File: config.mk
export PLATFORM = sky130hd
export DESIGN_NAME = ctrl_pipe_unit
export DESIGN_NICKNAME = d
export VERILOG_FILES = /design/src/rtl/ctrl_pipe_unit.sv
export SDC_FILE = /design/constraint.sdc
export NUM_CORES = 1
export LEC_CHECK = 0
export ABC_AREA = 1
export CORE_ASPECT_RATIO = 1.4
export CORE_UTILIZATION = 44
export DETAILED_ROUTE_END_ITERATION = 10
export PLACE_DENSITY = 0.91
export RECOVER_POWER = 50
export SYNTH_ARGS = -nofsm -noshare
export SYNTH_HDL_FRONTEND = slang
export SYNTH_SLANG_ARGS = --single-unit
export TNS_END_PERCENT = 10
File: constraint.sdc
create_clock -name clock -period 1.8 [get_ports clock]
set_input_delay 0.27 -clock clock [delete_from_list [all_inputs] [get_ports clock]]
set_output_delay 0.27 -clock clock [all_outputs]
set_load 0.1 [all_outputs]
File: src/rtl/ctrl_pipe_unit.sv
// Decode stage control for the 5-stage core: opcode decode into the D/X register,
// load-use and mult/div hazard detection, and bubble insertion on stalls and redirects.
module ctrl_pipe_unit #(
    parameter int OP_W       = 5,
    parameter int REG_W      = 5,
    parameter int CTRL_W     = 16,
    parameter int MD_CYCLES  = 32,
    parameter int JAL_REG    = 31,
    parameter int STATUS_REG = 30
) (
    input  logic              clock,
    input  logic              reset,
    input  logic              fd_valid,
    input  logic [OP_W-1:0]   fd_op,
    input  logic [4:0]        fd_aluop,
    input  logic [REG_W-1:0]  fd_rs,
    input  logic [REG_W-1:0]  fd_rt,
    input  logic [REG_W-1:0]  fd_rd,
    input  logic              branch_taken,
    output logic [CTRL_W-1:0] dx_ctrl,
    output logic              dx_valid,
    output logic [REG_W-1:0]  dx_rd,
    output logic              stall,
    output logic              md_busy
);

    localparam int CNT_W = (MD_CYCLES > 2) ? $clog2(MD_CYCLES) : 1;
    localparam logic [CNT_W-1:0] MD_LOAD = CNT_W'(MD_CYCLES - 1);

    localparam logic [OP_W-1:0] OP_RTYPE = OP_W'(5'b00000);
    localparam logic [OP_W-1:0] OP_J     = OP_W'(5'b00001);
    localparam logic [OP_W-1:0] OP_BNE   = OP_W'(5'b00010);
    localparam logic [OP_W-1:0] OP_JAL   = OP_W'(5'b00011);
    localparam logic [OP_W-1:0] OP_JR    = OP_W'(5'b00100);
    localparam logic [OP_W-1:0] OP_ADDI  = OP_W'(5'b00101);
    localparam logic [OP_W-1:0] OP_BLT   = OP_W'(5'b00110);
    localparam logic [OP_W-1:0] OP_SW    = OP_W'(5'b00111);
    localparam logic [OP_W-1:0] OP_LW    = OP_W'(5'b01000);
    localparam logic [OP_W-1:0] OP_SETX  = OP_W'(5'b10101);
    localparam logic [OP_W-1:0] OP_BEX   = OP_W'(5'b10110);

    localparam logic [4:0] ALU_MULT = 5'b00110;
    localparam logic [4:0] ALU_DIV  = 5'b00111;

    localparam int B_RWE     = 0;
    localparam int B_RDST_I  = 1;
    localparam int B_ALU_IMM = 2;
    localparam int B_DMWE    = 3;
    localparam int B_MEM2REG = 4;
    localparam int B_JUMP    = 5;
    localparam int B_BNE     = 6;
    localparam int B_BLT     = 7;
    localparam int B_JAL     = 8;
    localparam int B_JR      = 9;
    localparam int B_BEX     = 10;
    localparam int B_SETX    = 11;
    localparam int B_MULT    = 12;
    localparam int B_DIV     = 13;
    localparam int B_ADDI    = 14;
    localparam int B_ILLEGAL = 15;

    function automatic logic [15:0] decode_ctrl(input logic [OP_W-1:0] op,
                                                input logic [4:0]      aluop);
        logic [15:0] c;
        c = 16'h0000;
        case (op)
            OP_RTYPE: begin
                c[B_RWE] = 1'b1;
                if (aluop == ALU_MULT) begin
                    c[B_MULT] = 1'b1;
                end else if (aluop == ALU_DIV) begin
                    c[B_DIV] = 1'b1;
                end else begin
                    c[B_MULT] = 1'b0;
                end
            end
            OP_ADDI: begin
                c[B_RWE]     = 1'b1;
                c[B_RDST_I]  = 1'b1;
                c[B_ALU_IMM] = 1'b1;
                c[B_ADDI]    = 1'b1;
            end
            OP_LW: begin
                c[B_RWE]     = 1'b1;
                c[B_RDST_I]  = 1'b1;
                c[B_ALU_IMM] = 1'b1;
                c[B_MEM2REG] = 1'b1;
            end
            OP_SW: begin
                c[B_ALU_IMM] = 1'b1;
                c[B_DMWE]    = 1'b1;
            end
            OP_J:    c[B_JUMP] = 1'b1;
            OP_BNE:  c[B_BNE]  = 1'b1;
            OP_BLT:  c[B_BLT]  = 1'b1;
            OP_JAL: begin
                c[B_JUMP] = 1'b1;
                c[B_JAL]  = 1'b1;
                c[B_RWE]  = 1'b1;
            end
            OP_JR:   c[B_JR]  = 1'b1;
            OP_BEX:  c[B_BEX] = 1'b1;
            OP_SETX: begin
                c[B_SETX] = 1'b1;
                c[B_RWE]  = 1'b1;
            end
            default: c[B_ILLEGAL] = 1'b1;
        endcase
        return c;
    endfunction

    // Link and status writes use fixed registers; non-writing instructions carry tag 0.
    function automatic logic [REG_W-1:0] decode_rd(input logic [15:0]      c,
                                                   input logic [REG_W-1:0] rd);
        logic [REG_W-1:0] r;
        if (!c[B_RWE]) begin
            r = {REG_W{1'b0}};
        end else if (c[B_JAL]) begin
            r = REG_W'(JAL_REG);
        end else if (c[B_SETX]) begin
            r = REG_W'(STATUS_REG);
        end else begin
            r = rd;
        end
        return r;
    endfunction

    logic [CTRL_W-1:0] dx_ctrl_q, dx_ctrl_d;
    logic              dx_valid_q, dx_valid_d;
    logic [REG_W-1:0]  dx_rd_q, dx_rd_d;
    logic [CNT_W-1:0]  md_cnt_q, md_cnt_d;
    logic              md_busy_q, md_busy_d;

    logic [15:0]       dec_ctrl_s;
    logic [REG_W-1:0]  dec_rd_s;
    logic              load_use_s;
    logic              md_hz_s;
    logic              stall_s;
    logic              issue_s;
    logic              issue_md_s;

    // Decode, hazard detection and next-state selection for the D/X register.
    always_comb begin
        dec_ctrl_s = decode_ctrl(fd_op, fd_aluop);
        dec_rd_s   = decode_rd(dec_ctrl_s, fd_rd);

        load_use_s = dx_valid_q & dx_ctrl_q[B_MEM2REG] & (dx_rd_q != {REG_W{1'b0}}) &
                     fd_valid & ((dx_rd_q == fd_rs) | (dx_rd_q == fd_rt));
        md_hz_s    = md_busy_q & fd_valid;
        stall_s    = (load_use_s | md_hz_s) & ~branch_taken;

        issue_s    = ~branch_taken & ~stall_s & fd_valid;
        issue_md_s = issue_s & (dec_ctrl_s[B_MULT] | dec_ctrl_s[B_DIV]);

        if (issue_s) begin
            dx_valid_d = 1'b1;
            dx_ctrl_d  = CTRL_W'(dec_ctrl_s);
            dx_rd_d    = dec_rd_s;
        end else begin
            dx_valid_d = 1'b0;
            dx_ctrl_d  = {CTRL_W{1'b0}};
            dx_rd_d    = {REG_W{1'b0}};
        end

        // A redirect never cancels an in-flight mult/div, so the counter ignores branch_taken.
        if (issue_md_s) begin
            md_cnt_d = MD_LOAD;
        end else if (md_cnt_q != {CNT_W{1'b0}}) begin
            md_cnt_d = md_cnt_q - CNT_W'(1);
        end else begin
            md_cnt_d = {CNT_W{1'b0}};
        end
        md_busy_d = (md_cnt_d != {CNT_W{1'b0}});
    end

    // D/X pipeline register and mult/div tracking state.
    always_ff @(posedge clock or negedge reset) begin
        if (!reset) begin
            dx_ctrl_q  <= {CTRL_W{1'b0}};
            dx_valid_q <= 1'b0;
            dx_rd_q    <= {REG_W{1'b0}};
            md_cnt_q   <= {CNT_W{1'b0}};
            md_busy_q  <= 1'b0;
        end else begin
            dx_ctrl_q  <= dx_ctrl_d;
            dx_valid_q <= dx_valid_d;
            dx_rd_q    <= dx_rd_d;
            md_cnt_q   <= md_cnt_d;
            md_busy_q  <= md_busy_d;
        end
    end

    assign dx_ctrl  = dx_ctrl_q;
    assign dx_valid = dx_valid_q;
    assign dx_rd    = dx_rd_q;
    assign stall    = stall_s;
    assign md_busy  = md_busy_q;

endmodule

==> results.cfg <==
[run_status]
status = finished, violations left
violations = negative setup slack

[grt]
antenna_found_initial = 0
grt_pass1_wl_um = 5437
overflow = 0
grt_pass1_vias = 1387
grt_use_total = 0.2046
grt_start_max_net_pins = 29

[route]
vias_per_cell = 4.762
drt-total-wl_um = 3332
wire_per_inst_um = 11.49
drtPass1Iterations = 4
drt_iter0_drc = 42
detail-route-antenna-nets = 0
vias = 1381
drc_errors = 0

[sta]
hold_slack_ns = 0.5475
setup_ws_ns = -0.1240
maxSlewHeadroom = 0.5621
fmax_mhz = 519.8
grt_setup_unrepaired = yes
setup_viol = 1
max_slew.worst_pin.slew_ns = 0.6569
hold_violations = 0
period_needed_ns = 1.924
worst_clock_skew_ns = 0.002676
slew_viol_final = 0
period_share = 1.069

[clocking]
cts_made_buffers = 3
clkLatencyLatePin_ns = 0.27
htreeDepth = 1
clockBufferDepth = 2
clk_pin_slew_ns = 0.09
cts_tree = yes
ctsHoldBuffers = 0
root_buffer = clkbuf_8
cts_sinks = 28

[floorplanning]
initial_utilization = 0.4624
dieArea_mm2 = 0.003486
ioPinCount = 53
core_mm2 = 0.003093
num_rows = 24
die_h_um = 69.46
die_w_um = 50.19

[power_and_ir_drop]
p_leak_nw = 1.135
max-vdd-ir-drop_uv = 683.3
clock_power_share = 0.255
p_seq_frac = 0.390
power.density_mw_per_mm2 = 875.7
power_switching_mw = 0.6446
pwr-share-comb = 0.355
swShare = 0.3407
cellInternalPower_mw = 1.248

[synthesis]
yosysMostFrequentCell = nand2_1
yosys_warnings = 0
synth-seq-area-share = 0.4899
yosys-top-cells-area = dfrtp_1 49%, nand2_1 12%, nor2_1 12%, inv_1 9.2%, nand4_1 3.5%
synth_nets = 219
synth_top_flop_cell = dfrtp_1
synth_top_area_share = 0.4899
synth.distinct_cells = 21
synth_edf_count = 0
synth_area_mm2 = 0.001430
synth-async-reset-ratio = 1.000
synth_common_cells = 46 x nand2_1, 45 x nor2_1, 35 x inv_1
yosysTopAreaCell = dfrtp_1
avgSynthCellArea_um2 = 7.567
synth_seq_cells = 28
synthesis.instances = 189

[placed_design]
place_ws_ns = -0.07265
io_buffers = 52
placed_cell_area_mm2 = 0.002079
hpwl_um = 2548
gp_congestion = 0.8266

[setup_path]
start_kind = flip-flop
required_ns = 1.53
crit_arrival_ns = 1.65
ff2ff_setup_slack_ns = 0.09
critPathMaxFanout = 5
critical_path_class = reg2out
end_kind = primary output

[finish]
fin_nets = 282
final_cell_area_mm2 = 0.002161
syn_to_final_growth_pct = 51.09
diodes = 0
drive_gt1_frac = 0.2390

[min_path]
hold_path.class = in2async

[job]
max-cap-violations = 0
==> stage by stage <==
stage,cells,utilization,power (mW),TNS (ns)
after global routing,290,0.6986,1.989,-0.1947
final,290,0.6986,1.892,-0.1240
after CTS,290,0.7051,1.908,-0.1128
after detailed placement,284,0.6723,1.412,-0.5273
after global placement,284,0.6723,1.388,-0.04921
after floorplan,189,-,1.205,-0.05948
==> kinds of logic after synthesis <==
| logic type | after synthesis | synth area share |
|---|---|---|
| buffers and inverters | 37 | 0.1076 |
| DFF | 28 | 0.4899 |
| xor gates and xnor gates | 2 | 0.01225 |
| and+or+nand+nor | 113 | 0.3491 |
| adders and majority gates | 1 | 0.008748 |
| AOI/OAI and AO/OA | 8 | 0.03237 |
==> power by group through the flow <==
| stage | sequential [mW] | clock (mW) | combinational [mW] |
|---|---|---|---|
| after floorplan | 0.876 | 0 | 0.329 |
| after global placement | 0.750 | 0 | 0.639 |
| after detailed placement | 0.752 | 0 | 0.660 |
| after CTS | 0.738 | 0.489 | 0.680 |
| after global routing | 0.744 | 0.512 | 0.733 |
| final | 0.738 | 0.482 | 0.672 |
==> path summary, 6_finish.rpt <==
check,start,to,depth (start not counted)
worst max-delay path,dx_rd[0]$_DFF_PN0_,stall,8
worst min-delay path,reset,dx_ctrl[5]$_DFF_PN0_,2
worst max register to register,dx_rd[0]$_DFF_PN0_,dx_ctrl[13]$_DFF_PN0_,11
worst min register to register,md_cnt_q[0]$_DFF_PN0_,md_cnt_q[0]$_DFF_PN0_,3
max in group asynchronous,reset,dx_rd[3]$_DFF_PN0_,2
min in group clock,md_cnt_q[0]$_DFF_PN0_,md_cnt_q[0]$_DFF_PN0_,3
==> flip-flops by register name, summed over array words and instances, names as in the netlist <==
name,count
dx_ctrl,16
dx_valid,1
dx_rd,5
md_busy,1
md_cnt_q,5
==> placed cells by master (no fill, tap or decap), drive strengths merged, types with 6 or more instances in the layout <==
master	instances
clkbuf	15
nand4	9
inv	35
dfrtp	28
nand3	6
o21ai	6
nand2	47
buf	20
nor2	46
clkdlybuf4s50	26
==> worst max-delay path, stage by stage, from the launching register on <==
cell	delay, ns
dfrtp_4	0.53
nor2_4	0.13
nor2_2	0.04
nor2_1	0.12
nand3_1	0.10
nand2_2	0.11
a21boi_4	0.07
nor2_4	0.11
buf_12	0.18
==> layer usage <==
| layer | wire length (µm) | track usage | vias to the layer above |
|---|---|---|---|
| met3 | 59 | 0 | 6 |
| met5 | 0 | 0 | - |
| li1 | - | - | 698 |
| met1 | 1229 | 0.1904 | 650 |
| met2 | 1965 | 0.4237 | 27 |
| met4 | 76 | 0.1016 | 0 |
==> layout make-up <==
cell class,instances,area [µm²]
clock buffer,3,41.29
clock inverter,1,30.03
fill,240,932.1
inverter,35,131.4
multi-input combinational,124,605.6
sequential,28,723.2
tap,39,48.80
timing repair buffer,60,580.6
==> what timing repair did <==
item,CTS,global route
pin swaps,4,3
endpoints found under the hold margin,0,0
setup buffers,2,0
setup endpoints to repair,1,15
resized for setup,4,3
(Power assumes the default switching activity.)
